$ cat src/rtl/traffic_pkg.sv
// Shared state encoding, lamp patterns and lamp decode for the timed traffic controller.
package traffic_pkg;

    localparam logic [2:0] ST_MAIN_GREEN = 3'd0;
    localparam logic [2:0] ST_MAIN_YEL   = 3'd1;
    localparam logic [2:0] ST_ALLRED_A   = 3'd2;
    localparam logic [2:0] ST_SEC_GREEN  = 3'd3;
    localparam logic [2:0] ST_SEC_YEL    = 3'd4;
    localparam logic [2:0] ST_ALLRED_B   = 3'd5;
    localparam logic [2:0] ST_FLASH      = 3'd6;

    localparam logic [2:0] LAMP_R   = 3'b100;
    localparam logic [2:0] LAMP_Y   = 3'b010;
    localparam logic [2:0] LAMP_G   = 3'b001;
    localparam logic [2:0] LAMP_OFF = 3'b000;

    // Returns {lo_lamp, ns_lamp} for a state; flash mode shows main yellow / side red while blink is high.
    function automatic logic [5:0] lamp_decode(input logic [2:0] st, input logic blink);
        logic [5:0] lamps;
        case (st)
            ST_MAIN_GREEN: lamps = {LAMP_G, LAMP_R};
            ST_MAIN_YEL:   lamps = {LAMP_Y, LAMP_R};
            ST_ALLRED_A:   lamps = {LAMP_R, LAMP_R};
            ST_SEC_GREEN:  lamps = {LAMP_R, LAMP_G};
            ST_SEC_YEL:    lamps = {LAMP_R, LAMP_Y};
            ST_ALLRED_B:   lamps = {LAMP_R, LAMP_R};
            ST_FLASH:      lamps = blink ? {LAMP_Y, LAMP_R} : {LAMP_OFF, LAMP_OFF};
            default:       lamps = {LAMP_R, LAMP_R};
        endcase
        return lamps;
    endfunction

endpackage

$ cat src/rtl/traffic_phase_timer.sv
// Saturating phase timer: counts ticks, synchronously cleared on every phase change.
module traffic_phase_timer #(
    parameter int CNT_W = 8
) (
    input  logic             clk,
    input  logic             rst,
    input  logic             tick,
    input  logic             clr,
    output logic [CNT_W-1:0] timer
);

    localparam logic [CNT_W-1:0] CNT_ZERO = {CNT_W{1'b0}};
    localparam logic [CNT_W-1:0] CNT_ONE  = CNT_W'(1);
    localparam logic [CNT_W-1:0] CNT_MAX  = {CNT_W{1'b1}};

    logic [CNT_W-1:0] timer_r;

    // Counter register: clear has priority over the tick increment, which stops at all-ones.
    always_ff @(posedge clk) begin
        if (rst) begin
            timer_r <= CNT_ZERO;
        end else if (clr) begin
            timer_r <= CNT_ZERO;
        end else if (tick && (timer_r != CNT_MAX)) begin
            timer_r <= timer_r + CNT_ONE;
        end else begin
            timer_r <= timer_r;
        end
    end

    assign timer = timer_r;

endmodule

$ cat src/rtl/traffic_controller_timed.sv
// Timed two-road traffic controller: Moore FSM with yellow/all-red clearance,
// min/max green timing, latched side-road demand and a flashing maintenance mode.
module traffic_controller_timed
    import traffic_pkg::*;
#(
    parameter int N_MAIN   = 2,
    parameter int N_SEC    = 2,
    parameter int CNT_W    = 8,
    parameter int MAIN_MIN = 8,
    parameter int SEC_MIN  = 4,
    parameter int SEC_MAX  = 12,
    parameter int YEL_T    = 3,
    parameter int ALLRED_T = 1
) (
    input  logic              clk,
    input  logic              rst,
    input  logic              tick,
    input  logic              flash,
    input  logic [N_MAIN-1:0] sens_main,
    input  logic [N_SEC-1:0]  sens_sec,
    output logic [2:0]        lo_lamp,
    output logic [2:0]        ns_lamp,
    output logic              L_O,
    output logic              N_S,
    output logic [2:0]        state_o,
    output logic              sec_req_o
);

    // Compare against value-1 because the timer reads 0 during the first tick of a phase.
    localparam logic [CNT_W-1:0] MAIN_MIN_M1 = CNT_W'(MAIN_MIN - 1);
    localparam logic [CNT_W-1:0] SEC_MIN_M1  = CNT_W'(SEC_MIN - 1);
    localparam logic [CNT_W-1:0] SEC_MAX_M1  = CNT_W'(SEC_MAX - 1);
    localparam logic [CNT_W-1:0] YEL_M1      = CNT_W'(YEL_T - 1);
    localparam logic [CNT_W-1:0] ALLRED_M1   = CNT_W'(ALLRED_T - 1);

    logic [2:0]       state_r;
    logic [2:0]       next_state_s;
    logic             sec_req_r;
    logic             next_sec_req_s;
    logic             blink_r;
    logic             next_blink_s;
    logic [2:0]       lo_lamp_r;
    logic [2:0]       ns_lamp_r;
    logic [5:0]       next_lamps_s;
    logic [CNT_W-1:0] timer_s;
    logic             timer_clr_s;
    logic             sec_now_s;
    logic             main_now_s;
    logic             sec_dem_s;

    assign sec_now_s   = |sens_sec;
    assign main_now_s  = |sens_main;
    assign sec_dem_s   = sec_req_r | sec_now_s;
    assign timer_clr_s = (next_state_s != state_r);

    traffic_phase_timer #(
        .CNT_W (CNT_W)
    ) u_timer (
        .clk   (clk),
        .rst   (rst),
        .tick  (tick),
        .clr   (timer_clr_s),
        .timer (timer_s)
    );

    // Next-state logic: flash overrides everything, timed phases only advance on tick.
    always_comb begin
        next_state_s = state_r;
        if (flash) begin
            next_state_s = ST_FLASH;
        end else if (state_r == ST_FLASH) begin
            next_state_s = ST_ALLRED_B;
        end else if (tick) begin
            case (state_r)
                ST_MAIN_GREEN: begin
                    if (sec_dem_s && (timer_s >= MAIN_MIN_M1)) next_state_s = ST_MAIN_YEL;
                    else next_state_s = ST_MAIN_GREEN;
                end
                ST_MAIN_YEL: begin
                    if (timer_s == YEL_M1) next_state_s = ST_ALLRED_A;
                    else next_state_s = ST_MAIN_YEL;
                end
                ST_ALLRED_A: begin
                    if (timer_s == ALLRED_M1) next_state_s = ST_SEC_GREEN;
                    else next_state_s = ST_ALLRED_A;
                end
                ST_SEC_GREEN: begin
                    if ((timer_s == SEC_MAX_M1) ||
                        ((timer_s >= SEC_MIN_M1) && (!sec_now_s || main_now_s)))
                        next_state_s = ST_SEC_YEL;
                    else next_state_s = ST_SEC_GREEN;
                end
                ST_SEC_YEL: begin
                    if (timer_s == YEL_M1) next_state_s = ST_ALLRED_B;
                    else next_state_s = ST_SEC_YEL;
                end
                ST_ALLRED_B: begin
                    if (timer_s == ALLRED_M1) next_state_s = ST_MAIN_GREEN;
                    else next_state_s = ST_ALLRED_B;
                end
                default: next_state_s = ST_MAIN_GREEN;
            endcase
        end else begin
            next_state_s = state_r;
        end
    end

    // Demand latch and flash blink phase; clearing on entry to side green beats a simultaneous set.
    always_comb begin
        next_sec_req_s = sec_req_r;
        next_blink_s   = 1'b0;
        if ((next_state_s == ST_SEC_GREEN) && (state_r != ST_SEC_GREEN)) begin
            next_sec_req_s = 1'b0;
        end else if (sec_now_s && (state_r != ST_SEC_GREEN)) begin
            next_sec_req_s = 1'b1;
        end else begin
            next_sec_req_s = sec_req_r;
        end
        if (next_state_s != ST_FLASH) begin
            next_blink_s = 1'b0;
        end else if (state_r != ST_FLASH) begin
            next_blink_s = 1'b1;
        end else if (tick) begin
            next_blink_s = ~blink_r;
        end else begin
            next_blink_s = blink_r;
        end
        next_lamps_s = lamp_decode(next_state_s, next_blink_s);
    end

    // State, demand, blink and lamp registers; lamps are decoded from the next state so they switch with it.
    always_ff @(posedge clk) begin
        if (rst) begin
            state_r   <= ST_MAIN_GREEN;
            sec_req_r <= 1'b0;
            blink_r   <= 1'b0;
            lo_lamp_r <= LAMP_G;
            ns_lamp_r <= LAMP_R;
        end else begin
            state_r   <= next_state_s;
            sec_req_r <= next_sec_req_s;
            blink_r   <= next_blink_s;
            lo_lamp_r <= next_lamps_s[5:3];
            ns_lamp_r <= next_lamps_s[2:0];
        end
    end

    assign lo_lamp   = lo_lamp_r;
    assign ns_lamp   = ns_lamp_r;
    assign L_O       = lo_lamp_r[0];
    assign N_S       = ns_lamp_r[0];
    assign state_o   = state_r;
    assign sec_req_o = sec_req_r;

endmodule

$ cat config.mk
export PLATFORM = sky130hd
export DESIGN_NAME = traffic_controller_timed
export DESIGN_NICKNAME = d
export VERILOG_FILES = /design/src/rtl/traffic_pkg.sv /design/src/rtl/traffic_phase_timer.sv /design/src/rtl/traffic_controller_timed.sv
export SDC_FILE = /design/constraint.sdc
export NUM_CORES = 1
export LEC_CHECK = 0
export BUFFER_PORTS_ARGS = -buffer_cell sky130_fd_sc_hd__buf_4
export CORE_MARGIN = 2
export CORE_UTILIZATION = 41
export DETAILED_ROUTE_END_ITERATION = 16
export PLACE_DENSITY_LB_ADDON = 0.2
export SETUP_SLACK_MARGIN = 0.2
export SYNTH_ARGS = -nofsm -noshare
export SYNTH_HDL_FRONTEND = slang
export SYNTH_HIERARCHICAL = 1
export SYNTH_SLANG_ARGS = --single-unit
$ cat constraint.sdc
create_clock -name clk -period 4.1 [get_ports clk]
set_clock_uncertainty 0.2 [all_clocks]
set_input_delay 0.82 -clock clk [delete_from_list [all_inputs] [get_ports clk]]
set_output_delay 0.82 -clock clk [all_outputs]
set_load 0.01 [all_outputs]
==> results.toml <==
[status]
outcome = "complete, no violations"

[grt]
grt_max_degree = 17
grt_antenna_before_repair = 0
overflow = 0
grt_usage = 0.1719
grt_pass1_wl_um = 4457
grt_pass1_vias = 975

[clock_tree]
worstSkewPairLatency_ns = 0.29
cts-root-buf = "clkbuf_4"
tritoncts = "done"
clock_path_buffers = 2
clkTransAtPathRegs_ns = 0.11
cts_hold_buf = 0
cts_buffers = 3
cts_post_setup_buffers_inserted = 0
ctsResizeCount = 0
clkSinkCount = 19
cts-htree-levels = 1

[sta]
finalHoldViolCount = 0
worst_slack_ns = 0.5756
fin_crit_ns = 3.524
fin_crit_sh = 0.8596
clock.fmax_mhz = 283.7
rsz0062_at_grt = "no"
slew_headroom = 0.6794
setup-tns-final_ns = 0
setup_violations = 0
worst_pin_slew_ns = 0.4802
finalMaxSlewViolations = 0

[setup_path]
critPathMaxFanout = 8
required_ns = 4.12
crit_chain = "or4_4 -> or4_4 -> nor3b_2 -> o21ai_1 -> a311o_1 -> xor2_1 -> nand3_1 -> nor2_1 -> nand2_1 -> mux2i_1"
path_class = "flop to flop"
critPathArrivalTime_ns = 3.55
crit_path_start_kind = "flop"
r2r-start = "u_timer/timer[4]$_SDFFE_PP0P_"
critPathLaunch = "u_timer/timer[4]$_SDFFE_PP0P_"
critPathMaxStageDelay_ns = 0.59
end_kind = "flop"
rr_worst_depth = 10
cp_slowest_cell = "or4_4"
reg2reg_to = "u_timer/timer[4]$_SDFFE_PP0P_"
path_common_cell = "or4_4"
regToRegSetupSlack_ns = 0.58

[finish]
diodes = 0
final_util = 0.4860
final_cells = 182
regArea_sq_um = 380.4
area_delta_synth_final_pct = 12.98
nets = 161
multi_input_area_sq_um = 732.0
fillerInstances = 271
drive_gt1_frac = 0.2252

[synthesis]
ys_top_cells_by_count = "dfxtp_1, nand2_1, nor2_1"
ys_seq_area_frac = 0.3234
synthAdderAreaFrac = 0.01064
synthMuxAreaShare = 0.04255
synth.most_common_cell = "dfxtp_1"
yosys_most_used_dff = "dfxtp_1"
synth_xor_area_frac = 0.02979
syn_inst = 137
synth_top_family_by_area = "simple AND/OR/NAND/NOR gates"
synth_area_leaders = "dfxtp_1, mux2i_1, a21oi_1"
ys_ff_latch = 19
synthArstFlopShare = 0
synthesis.nets = 146
synth_area_sq_um = 1176
yosysTopAreaCell = "dfxtp_1"
ys_types = 50
syn_area_per_cell_sq_um = 8.585
synth_simple_gate_area_frac = 0.3181
netlist.area_leader.share = 0.3234
synth_edf_count = 0
yosysWarningCount = 6
synth-compound-area-share = 0.2213

[floorplan]
fp-row-count = 19
die-area_sq_um = 3313
core_sq_um = 2734
initial_core_util = 0.4302
die-height_um = 57.56
pin_count = 20
die_w_um = 57.56

[drt]
initialDrtViolationCount = 28
via_count = 1074
wire_per_inst_um = 14.49
top_layer = "met4"
drt_first_pass_iters = 4
drt-met1-wl_um = 1213
ant_nets = 0
wl_um = 2637
drc_errors = 0
avgViaCountPerCell = 5.901
met3WireLength_um = 82
met2_wirelength_um = 1273

[place]
hpwl_um = 1882
numPortBuffers = 19
dp_cells = 178
dp_slack_ns = 0.5956
routabilityCongestion = 0.8308

[power]
p_sw_frac = 0.2876
totalPowerFinal_mw = 0.3682
intPower_mw = 0.2623
clockPowerShare = 0.262
combinationalPowerShare = 0.189
switchingPower_mw = 0.1059
leakage_nw = 0.5189
p_per_area_nw_per_um2 = 277.1
irDropWorstVdd_mv = 0.2412
power_frac_seq = 0.549

[worst_hold_path]
hold_class = "flop to flop"
whs_path_depth = 2
worstHoldEndpoint = "sec_req_o$_SDFFE_PP0P_"
worstHoldStart = "sec_req_o$_SDFFE_PP0P_"

[run]
max-cap-violations = 0
[stage by stage]
stage	hold slack, ns	area [sq um]
3_3_place_gp	0.3220	1301
6_report	0.3527	1329
5_1_grt	0.3696	1329
3_5_place_dp	0.3377	1301
2_1_floorplan	0.2854	1176
4_1_cts	0.3596	1329
[critical path: cells and delay by family, from the launching register on]
kind                      cells  cell delay [ns]
and+or+nand+nor               6             1.97
DFF                           1             0.38
AOI/OAI and AO/OA             2             0.58
xor gates and xnor gates      1             0.17
muxes                         1             0.16
[cells by family after synthesis]
logic type / Yosys count
muxes: 5
and+or+nand+nor: 63
xor gates and xnor gates: 4
AOI/OAI and AO/OA: 34
buffers and inverters: 11
DFF: 19
adders and majority gates: 1
[power groups by stage]
| stage | logic (mW) | clock network (mW) | registers, mW |
|---|---|---|---|
| 2_1_floorplan | 0.0476 | 0 | 0.204 |
| 3_3_place_gp | 0.0692 | 0 | 0.206 |
| 3_5_place_dp | 0.0695 | 0 | 0.206 |
| 4_1_cts | 0.0701 | 0.103 | 0.202 |
| 5_1_grt | 0.0767 | 0.113 | 0.203 |
| 6_report | 0.0696 | 0.0965 | 0.202 |
[placed cells by master, fill, tap and decap left out, types with 3 or more instances in the layout]
| cell type | count |
|---|---|
| nand2b_1 | 4 |
| mux2i_1 | 5 |
| and3_1 | 5 |
| nor2_1 | 10 |
| clkbuf_4 | 3 |
| nor3_1 | 5 |
| o21ai_0 | 4 |
| a211oi_1 | 3 |
| buf_4 | 19 |
| nand3_1 | 5 |
| dfxtp_1 | 19 |
| nand2_1 | 10 |
| a21boi_1 | 3 |
| or3_1 | 4 |
| a21oi_1 | 8 |
[per-layer routing]
layer | track usage | vias up
li1 | - | 538
met1 | 0.2222 | 504
met2 | 0.2581 | 26
met3 | 0.04535 | 6
met4 | 0.09635 | 0
met5 | 0 | -
[layout make-up]
cell class                 count  share of cell area
multi-input combinational    107              0.5508
sequential                    19              0.2863
timing repair buffer          19              0.1073
tap                           31             0.02919
clock buffer                   3             0.01695
inverter                       2            0.005650
clock inverter                 1            0.003766
[registers in the layout (all words and copies together) (netlist names)]
signal,cells
blink_r,1
u_timer/timer,8
lo_lamp,3
state_o,3
sec_req_o,1
ns_lamp,3
[worst max path at each step]
stage | end | slack, ns | cells after the start
final | u_timer/timer[4]$_SDFFE_PP0P_ | 0.58 | 10
after global routing | u_timer/timer[1]$_SDFFE_PP0P_ | 0.36 | 10
after CTS | u_timer/timer[4]$_SDFFE_PP0P_ | 0.56 | 10
after detailed placement | u_timer/timer[4]$_SDFFE_PP0P_ | 0.60 | 10
after global placement | u_timer/timer[4]$_SDFFE_PP0P_ | 0.67 | 10
after floorplan | u_timer/timer[1]$_SDFFE_PP0P_ | 0.99 | 11
(Power assumes the default switching activity.)
